==> src/rtl/am_env_pkg.sv <==
// rtl/am_env_pkg.sv - shared types and constants for the AM envelope controller
// Loop support is enabled by defining AM_ENV_LOOP_EN.
package am_env_pkg;

  typedef enum logic [1:0] {
    ST_IDLE,
    ST_ATTACK,
    ST_HOLD,
    ST_RELEASE
  } env_state_t;

  localparam logic [2:0] ADDR_ATTACK  = 3'd0;
  localparam logic [2:0] ADDR_RELEASE = 3'd1;
  localparam logic [2:0] ADDR_HOLD    = 3'd2;
  localparam logic [2:0] ADDR_LEVEL   = 3'd3;
  localparam logic [2:0] ADDR_LOOP    = 3'd4;

  localparam logic [15:0] ENV_ONE = 16'h8000;

  localparam logic [15:0] RST_ATTACK_STEP  = 16'h0100;
  localparam logic [15:0] RST_RELEASE_STEP = 16'h0100;
  localparam logic [15:0] RST_HOLD_LEN     = 16'h0000;
  localparam logic [15:0] RST_LEVEL        = ENV_ONE;
  localparam logic        RST_LOOP         = 1'b0;

  function automatic logic [15:0] clamp_level(input logic [15:0] value);
    return (value > ENV_ONE) ? ENV_ONE : value;
  endfunction

endpackage

==> src/rtl/am_env_cfg_regs.sv <==
// rtl/am_env_cfg_regs.sv - envelope config register file with shadow copies latched on start
// The loop register at ADDR_LOOP exists only when AM_ENV_LOOP_EN is defined.
module am_env_cfg_regs
  import am_env_pkg::*;
#(
  parameter int HOLD_W = 16
) (
  input  logic              clk,
  input  logic              rst,
  input  logic              cfg_we,
  input  logic [2:0]        cfg_addr,
  input  logic [15:0]       cfg_wdata,
  input  logic              load,
  output logic [15:0]       attack_step,
  output logic [15:0]       release_step,
  output logic [HOLD_W-1:0] hold_len,
  output logic [15:0]       level,
  output logic              loop
);

  logic [15:0]       attack_reg;
  logic [15:0]       release_reg;
  logic [HOLD_W-1:0] hold_reg;
  logic [15:0]       level_reg;

  always_ff @(posedge clk or posedge rst) begin
    if (rst) begin
      attack_reg   <= RST_ATTACK_STEP;
      release_reg  <= RST_RELEASE_STEP;
      hold_reg     <= HOLD_W'(RST_HOLD_LEN);
      level_reg    <= RST_LEVEL;
      attack_step  <= RST_ATTACK_STEP;
      release_step <= RST_RELEASE_STEP;
      hold_len     <= HOLD_W'(RST_HOLD_LEN);
      level        <= RST_LEVEL;
    end else begin
      if (cfg_we) begin
        case (cfg_addr)
          ADDR_ATTACK:  attack_reg  <= cfg_wdata;
          ADDR_RELEASE: release_reg <= cfg_wdata;
          ADDR_HOLD:    hold_reg    <= HOLD_W'(cfg_wdata);
          ADDR_LEVEL:   level_reg   <= clamp_level(cfg_wdata);
          default:      ;
        endcase
      end
      // Shadows take the register contents as of before any same-cycle write.
      if (load) begin
        attack_step  <= attack_reg;
        release_step <= release_reg;
        hold_len     <= hold_reg;
        level        <= level_reg;
      end
    end
  end

`ifdef AM_ENV_LOOP_EN
  logic loop_reg;
  logic loop_sh;

  always_ff @(posedge clk or posedge rst) begin
    if (rst) begin
      loop_reg <= RST_LOOP;
      loop_sh  <= RST_LOOP;
    end else begin
      if (cfg_we && cfg_addr == ADDR_LOOP) loop_reg <= cfg_wdata[0];
      if (load) loop_sh <= loop_reg;
    end
  end

  assign loop = loop_sh;
`else
  assign loop = 1'b0;
`endif

endmodule

==> src/rtl/am_env_ctrl.sv <==
// rtl/am_env_ctrl.sv - attack/hold/release envelope sequencer driving the AM modulator
// Optional looping of the envelope is enabled by defining AM_ENV_LOOP_EN.
module am_env_ctrl
  import am_env_pkg::*;
#(
  parameter int HOLD_W = 16
) (
  input  logic        clk,
  input  logic        rst,
  input  logic        i_sample_en,
  input  logic        i_start,
  input  logic        i_stop,
  input  logic        i_cfg_we,
  input  logic [2:0]  i_cfg_addr,
  input  logic [15:0] i_cfg_wdata,
  output logic [15:0] o_env_q15,
  output logic        o_mod_enable,
  output logic        o_busy,
  output logic        o_done
);

  env_state_t        state;
  logic [HOLD_W-1:0] hold_cnt;
  logic              loop_run;

  logic [15:0]       sh_attack;
  logic [15:0]       sh_release;
  logic [HOLD_W-1:0] sh_hold;
  logic [15:0]       sh_level;
  logic              sh_loop;

  am_env_cfg_regs #(
    .HOLD_W(HOLD_W)
  ) u_cfg (
    .clk         (clk),
    .rst         (rst),
    .cfg_we      (i_cfg_we),
    .cfg_addr    (i_cfg_addr),
    .cfg_wdata   (i_cfg_wdata),
    .load        (i_start),
    .attack_step (sh_attack),
    .release_step(sh_release),
    .hold_len    (sh_hold),
    .level       (sh_level),
    .loop        (sh_loop)
  );

  logic [16:0] attack_sum;
  logic        attack_sat;
  logic        release_end;
  logic        loop_wrap;

  // A zero step jumps straight to the target instead of stalling forever.
  assign attack_sum  = {1'b0, o_env_q15} + {1'b0, sh_attack};
  assign attack_sat  = (sh_attack == 16'd0) || (attack_sum >= {1'b0, sh_level});
  assign release_end = (sh_release == 16'd0) || (o_env_q15 <= sh_release);
  assign loop_wrap   = sh_loop && loop_run && !i_stop;

  always_ff @(posedge clk or posedge rst) begin
    if (rst) begin
      state        <= ST_IDLE;
      o_env_q15    <= 16'd0;
      hold_cnt     <= '0;
      loop_run     <= 1'b0;
      o_mod_enable <= 1'b0;
      o_busy       <= 1'b0;
      o_done       <= 1'b0;
    end else begin
      o_done <= 1'b0;
      if (i_start) begin
        state        <= ST_ATTACK;
        loop_run     <= 1'b1;
        o_mod_enable <= 1'b1;
        o_busy       <= 1'b1;
      end else if (i_stop && (state == ST_ATTACK || state == ST_HOLD)) begin
        state    <= ST_RELEASE;
        loop_run <= 1'b0;
      end else begin
        if (i_stop) loop_run <= 1'b0;
        if (i_sample_en) begin
          case (state)
            ST_ATTACK: begin
              if (attack_sat) begin
                o_env_q15 <= sh_level;
                hold_cnt  <= sh_hold;
                state     <= ST_HOLD;
              end else begin
                o_env_q15 <= attack_sum[15:0];
              end
            end
            ST_HOLD: begin
              if (hold_cnt == '0) state <= ST_RELEASE;
              else hold_cnt <= hold_cnt - HOLD_W'(1);
            end
            ST_RELEASE: begin
              if (release_end) begin
                o_env_q15 <= 16'd0;
                o_done    <= 1'b1;
                if (loop_wrap) begin
                  state <= ST_ATTACK;
                end else begin
                  state        <= ST_IDLE;
                  o_mod_enable <= 1'b0;
                  o_busy       <= 1'b0;
                end
              end else begin
                o_env_q15 <= o_env_q15 - sh_release;
              end
            end
            default: ;
          endcase
        end
      end
    end
  end

endmodule

==> config.mk <==
export PLATFORM = sky130hd
export DESIGN_NAME = am_env_ctrl
export DESIGN_NICKNAME = d
export VERILOG_FILES = /design/src/rtl/am_env_pkg.sv /design/src/rtl/am_env_cfg_regs.sv /design/src/rtl/am_env_ctrl.sv
export SDC_FILE = /design/constraint.sdc
export NUM_CORES = 1
export LEC_CHECK = 0
export CAP_MARGIN = 40
export CORE_MARGIN = 2
export CORE_UTILIZATION = 40
export CTS_CLUSTER_SIZE = 30
export DETAILED_ROUTE_END_ITERATION = 10
export GPL_ROUTABILITY_DRIVEN = 0
export GPL_TIMING_DRIVEN = 0
export PLACE_DENSITY_LB_ADDON = 0.05
export SLEW_MARGIN = 20
export SYNTH_ARGS = -nofsm -noshare
export SYNTH_HDL_FRONTEND = slang
export SYNTH_SLANG_ARGS = --single-unit
==> constraint.sdc <==
create_clock -name clk -period 12.4 [get_ports clk]
set_input_delay 1.24 -clock clk [delete_from_list [all_inputs] [get_ports clk]]
set_output_delay 1.24 -clock clk [all_outputs]
set_load 0.01 [all_outputs]
==> impl_results.md <==
* Critical path, cell by cell: ha_1, o21ai_0, o21a_1, o31ai_1, a2111oi_0, nor3_1, xor2_1, ha_1, nand3_1, nor3_1, a2111oi_2, o211ai_1, nor3_2, buf_4, buf_6, mux2i_1, o221ai_1, o21a_1
* Vias in the first global route at 7063
* Total CTS buffers at 17
* Post-DP HPWL at 18.3 mm
* Largest cells by area after synthesis: dfrtp_1 (45%), mux2_2 (11%), ha_1 (7.5%), o21ai_0 (3.6%), nand2_1 (2.9%)
* Mean Syn Cell Area at 10.7 µm²
* Drt drc at 0
* Status: completed
* Initial DRC Count at 278
* F_max at 0.189 GHz
* Fin cells at 1186
* PwrDens at 267 nW/µm²
* First-pass GRT wire length at 39.2 mm
* Initial antenna violation count at 0
* Initial Util at 40.6%
* Register bit count reported by yosys at 164
* Max stage delay on crit path at 0.50 ns
* CP Max Fanout at 10
* Drt total wl at 24.0 mm
* WP data arrival at 5.62 ns
* Worst-case reg-to-reg path depth at 18
* Count of pins over their slew limit at 0
* Total iterations of the first detailed-routing run at 5
* Routed wire per std cell at 20.2 µm
* GRT Overall Usage at 21.3%
* Global route overflow at 0
* Layout cell share with drive strength beyond 1 at 16.2%
* Clock root cell: clkbuf_16
* Hold path start: u_cfg.level_reg[11]
* Worst Setup End Kind: flip-flop
* Post-layout util at 47.1%
* Worst R2R End: o_env_q15[4]
* Hold EP: u_cfg.level[11]
* Slowest cell on crit path: o31ai_1
* Clock Path Buffers at 2
* Worst hold slack at 0.483 ns
* DR vias at 6648
* CTS HTree Levels at 4
* Largest net degree at the start of global routing at 101
* Hold Vio Cnt, Final at 0
* Area leader, netlist: dfrtp_1
* Placed Instances at 1154
* Post-CTS Setup Bufs at 0
* Overall Power at 2.74 mW
* IO Pins at 44
* Worst VDD drop at 0.121 mV
* Min Tclk post-route at 5.30 ns
* Top cell type's share of synthesized area at 44.7%
* Diodes inserted at 0
* CTS Sinks at 164
* Post-route cell area at 10200 µm²
* Worst slew pin tran at 0.856 ns
* FFs w/ async S/R, synth at 100%
* Tcrit/Tclk final at 42.7%
* Setup total negative slack at 0 ns
* Area added between synthesis and finish at 15.8%
* Setup crit start kind: flip-flop
* Die Wd at 153 µm
* Max reg flops at 32
* Crit path buf inv count at 2
* Hold Crit Depth at 2
* Post-cts sizing count at 0
* R2r setup slk at 7.10 ns
* Crit Reg-Reg Startpoint: u_cfg.attack_step[2]
* Syn nets at 910
* Area of the core at 21800 µm²
* Top cell family by delay on the critical path: compound AO/OA/AOI/OAI gates
* Vias per cell at 5.61
* Synth Cell Area at 8840 µm²
* Commonest non-fill, non-tap cells in the layout: dfrtp_1 (158), mux2_2 (88), nand2_1 (68), o21ai_0 (64), ha_1 (53)
* Cells after Synth at 830
* Fin worst setup slack at 7.10 ns
* Skew-Pair Late Insertion Delay at 0.43 ns
* Synth unique cells at 70
* Worst slew margin at 41.5%
* Ys Warns at 0
* Worst Setup Path Type: flip-flop to flip-flop
* Static Leak at 4.31 nW
* CTS tree: done
* Die Y-Extent at 153 µm
* Placement Cell Area at 9650 µm²
* Die area at 23300 µm²
* Commonest non-fill, non-tap cell in the layout: dfrtp_1
* # port buffers at 42
* Final setup fails at 0
* Reg clk slew, reported paths at 0.07 ns
* Post-place setup slack at 7.16 ns
* Post-synth EDFFs at 0
* Ys flop type: dfrtp_1
* Clk_skew at 0.0101 ns
* RSZ-0062 raised after global routing: no
* Row cnt at 54
* Antenna Nets Post-Route at 0
* Cts hold-fix bufs at 0
* Hold Crit Class: flip-flop to flip-flop
* Required time of the critical path at 12.72 ns
* Max cap viols at 0
* Sequential-to-total area share from yosys stat at 46.5%
* Nets at 973
==> worst reg2reg max path, delay by kind of cell (launching register included) <==
kind                     cells  cell delay [ns]
AND/OR/NAND/NOR              4             1.09
XOR/XNOR                     1             0.21
AO/OA/AOI/OAI                8             1.94
multiplexers                 1             0.30
buffers and inverters        2             0.54
adder cells (fa/ha/maj)      2             0.65
flip-flops                   1             0.45
==> final cells by class <==
type	count	area (µm²)
fill	2055	11500
multi-input combinational	585	4410
sequential	164	4110
clock buffer	21	460
timing repair buffer	44	453
tap	280	350
inverter	48	188
buffer	33	141
clock inverter	11	128
==> kinds of logic after synthesis <==
logic type / count (synthesis) / share of synthesized area (%)
multiplexers: 99 / 12.5
XOR/XNOR: 25 / 2.48
AO/OA/AOI/OAI: 219 / 16.4
buffers and inverters: 81 / 3.64
AND/OR/NAND/NOR: 187 / 10.5
flip-flops: 164 / 46.5
adder cells (fa/ha/maj): 55 / 7.95
==> power breakdown <==
group	total [mW]	switching [mW]	internal, mW	leakage (nW)
Clock	0.531	0.223	0.308	0.280
Combinational	1.38	0.777	0.607	2.04
Sequential	0.822	0.138	0.683	1.99
Total	2.74	1.14	1.60	4.31
==> routing by layer <==
metal | wire length, µm | vias to the layer above | GRT usage [%] | part of all wire [%]
met3 | 529 | 20 | 3.13 | 2.2
met2 | 11900 | 96 | 36.6 | 50
met4 | 333 | 0 | 5.64 | 1.4
met5 | 0 | - | 0 | 0
li1 | - | 3162 | - | -
met1 | 11200 | 3370 | 28.4 | 47
==> cell usage after synthesis, types with 7 or more instances <==
| cell | count |
|---|---|
| xor2_1 | 10 |
| nand3_1 | 14 |
| a21o_1 | 10 |
| o21a_1 | 12 |
| nand4_1 | 7 |
| a22o_1 | 13 |
| mux2_2 | 88 |
| nor2_1 | 35 |
| ha_1 | 53 |
| a21oi_1 | 47 |
| mux2i_1 | 10 |
| a2bb2oi_1 | 11 |
| clkbuf_1 | 26 |
| nand2b_1 | 8 |
| nand2_1 | 68 |
| o21ai_0 | 64 |
| nor4_1 | 16 |
| xnor2_1 | 15 |
| o221ai_1 | 7 |
| dfrtp_1 | 158 |
| a211oi_1 | 7 |
| nor3_1 | 13 |
| inv_1 | 48 |
==> worst max-delay path by stage <==
stage	from	endpoint	slack (ns)	depth (start not counted)
CTS	o_env_q15[2]	o_env_q15[13]	7.13	18
detailed placement	o_env_q15[2]	o_env_q15[13]	7.16	18
global placement	rst	o_done	4.61	2
floorplan	rst	hold_cnt[0]	6.74	1
global route	o_env_q15[2]	o_env_q15[3]	6.85	18
finish	u_cfg.attack_step[2]	o_env_q15[4]	7.10	18
No activity file was read; power rests on OpenSTA's default activity.
==> edit: new RTL, same settings <==
Re-encode `env_state_t` (4 states) as one-hot, 4 bits wide.
--- a/src/rtl/am_env_pkg.sv
+++ b/src/rtl/am_env_pkg.sv
@@ -2,11 +2,11 @@
 // Loop support is enabled by defining AM_ENV_LOOP_EN.
 package am_env_pkg;
 
-  typedef enum logic [1:0] {
-    ST_IDLE,
-    ST_ATTACK,
-    ST_HOLD,
-    ST_RELEASE
+  typedef enum logic [3:0] {
+    ST_IDLE    = 4'b0001,
+    ST_ATTACK  = 4'b0010,
+    ST_HOLD    = 4'b0100,
+    ST_RELEASE = 4'b1000
   } env_state_t;
 
   localparam logic [2:0] ADDR_ATTACK  = 3'd0;
Behaviour: no difference found for any inputs over 4 cycles, from zero or initial values and one cycle with rst high; so few cycles prove little.
==> edit against the original RTL <==
Critical path type unchanged. Global-route usage up 0.94 points. Largest power group unchanged. Routed wire length up 5.3%. Highest routed layer unchanged. Maximum frequency up 12%. Design area up 1.8%. Largest cell class unchanged. Area after synthesis up 1.7%. Sequential cell count up 2. Worst setup slack better by 560 ps. Non-clock buffer count up 1. Total power down 4.4%.
==> edit: results (changes against the original RTL) <==
status finished, final reports clean (unchanged); total CTS buffers 17 (unchanged); Least-Margin Pin Slew 887 ps (was 856 ps); Pre-antenna DRT Iters 5 (unchanged); Layout fillers 1983 (was 2055); Syn Nets 909 (was 910); First DRT Iteration DRCs 375 (was 278); Nets 975 (was 973); Cell Count, Final, Fillers Out 1192 (was 1186); worst-path cell with the longest stage delay a211oi_4 (was o31ai_1); first-pass GRT wire length 40.2 mm (was 39.2 mm); largest net degree at the start of global routing 105 (was 101); post-CTS resize count 0 (unchanged); share of post-route cells with drive strength above 1 19.0% (was 16.2%); dpl cells 1159 (was 1154); Detailed Place HPWL 19.3 mm (was 18.3 mm); CP arrival 5070 ps (was 5620 ps); leak pwr 4.44 nW (was 4.31 nW); dpl ws 7710 ps (was 7160 ps); final wirelength 25.2 mm (was 24.0 mm); Clk pin slew, worst setup/hold paths 80 ps; Worst-Skew Late Latency 430 ps (about the same); antenna violations before repair 1 (was 0); Avg Inst Size Synth 10.8 sq um (was 10.7 sq um); VDD IR-drop max 0.0000987 V (was 0.000121 V); max FFs per register 32 (unchanged); count leader, synth dfrtp_1 (unchanged); post-synthesis sequential area ratio 46.3% (was 46.5%); vias in the first global route 7065 (was 7063); Root Driver clkbuf_16 (unchanged); Netlist cell types 81 (was 70); Worst Hold Class reg2reg (unchanged); antenna cell count 0 (unchanged); Vias 6791 (was 6648); CTS H-tree lvls 4 (unchanged); CP max stage delay 620 ps (was 500 ps); synth cell count leaders dfrtp_1 (159), mux2_2 (86), nand2_1 (68) (was dfrtp_1 (158), mux2_2 (88), nand2_1 (68)); setup repair bufs after CTS 0 (unchanged); Final Skew 10.8 ps (was 10.1 ps); Post-Place Cell Area 9820 sq um (was 9650 sq um); all-layer global routing usage 22.3% (was 21.3%); main area contributors after synthesis dfrtp_1 (44%), mux2_2 (11%), ha_1 (6.8%) (was dfrtp_1 (45%), mux2_2 (11%), ha_1 (7.5%))
## edit: changes by cell type in the layout (fill, tap and decap cells not counted), moves of 4 or more
cell / delta
ha_1: -4
xnor2_1: -5
inv_8: +5
a221o_1: +4
a2bb2oi_1: -10
o21ai_0: -8
o22ai_1: -5
o21a_1: -7
clkbuf_1: -8
o2bb2ai_1: +9
o31ai_1: +7
xor2_1: +5
a211o_1: +4
o21ai_1: +5
## edit: cell families (layout without fill, tap and decap cells)
group,count (synthesis),count (layout),synth area share (%)
DFF,166,166,46.3
and+or+nand+nor,198,198,11.2
buffers and inverters,77,156,3.58
muxes,95,95,11.8
adders and majority gates,51,51,7.27
xor gates and xnor gates,25,25,2.44
AOI/OAI and AO/OA,221,221,17.4
## edit: metal layers
metal | up-vias | part of all wire, % | global-route usage [%]
met3 | 37 | 4.4 | 3.16
met1 | 3386 | 48 | 32.4
met5 | - | 0 | 0
met4 | 0 | 2.0 | 6.90
li1 | 3194 | - | -
met2 | 174 | 45 | 34.6
## edit: power breakdown
group	switching (mW)	internal (mW)
combinational	0.711	0.543
clock	0.258	0.277
sequential	0.143	0.684
total	1.11	1.50
## edit: path summary, 6_finish.rpt
check	startpoint	endpoint	slack [ps]	cells past startpoint
worst max-delay path	u_cfg.attack_step[0]	o_env_q15[4]	7660	17
worst min-delay path	u_cfg.level_reg[11]	u_cfg.level_reg[11]	480	2
worst max register to register	u_cfg.attack_step[0]	o_env_q15[4]	7660	17
worst min register to register	u_cfg.level_reg[11]	u_cfg.level_reg[11]	480	2
max in group asynchronous	rst	u_cfg.release_step[8]	10290	3
min in group asynchronous	rst	u_cfg.attack_step[7]	1240	2
## edit: worst min-delay path, cell delays in order, from the launching register on
cell,delay (ps)
dfrtp_1,350
nand2_1,50
o21ai_0,60
## edit: area by class of cell
cell class | instances | area [sq um] | share of cell area [%]
tap | 280 | 350 | 3.36
inverter | 46 | 180 | 1.73
multi-input combinational | 590 | 4520 | 43.3
clock buffer | 18 | 439 | 4.21
sequential | 166 | 4160 | 39.9
clock inverter | 14 | 156 | 1.50
timing repair buffer | 47 | 469 | 4.50
buffer | 31 | 149 | 1.43
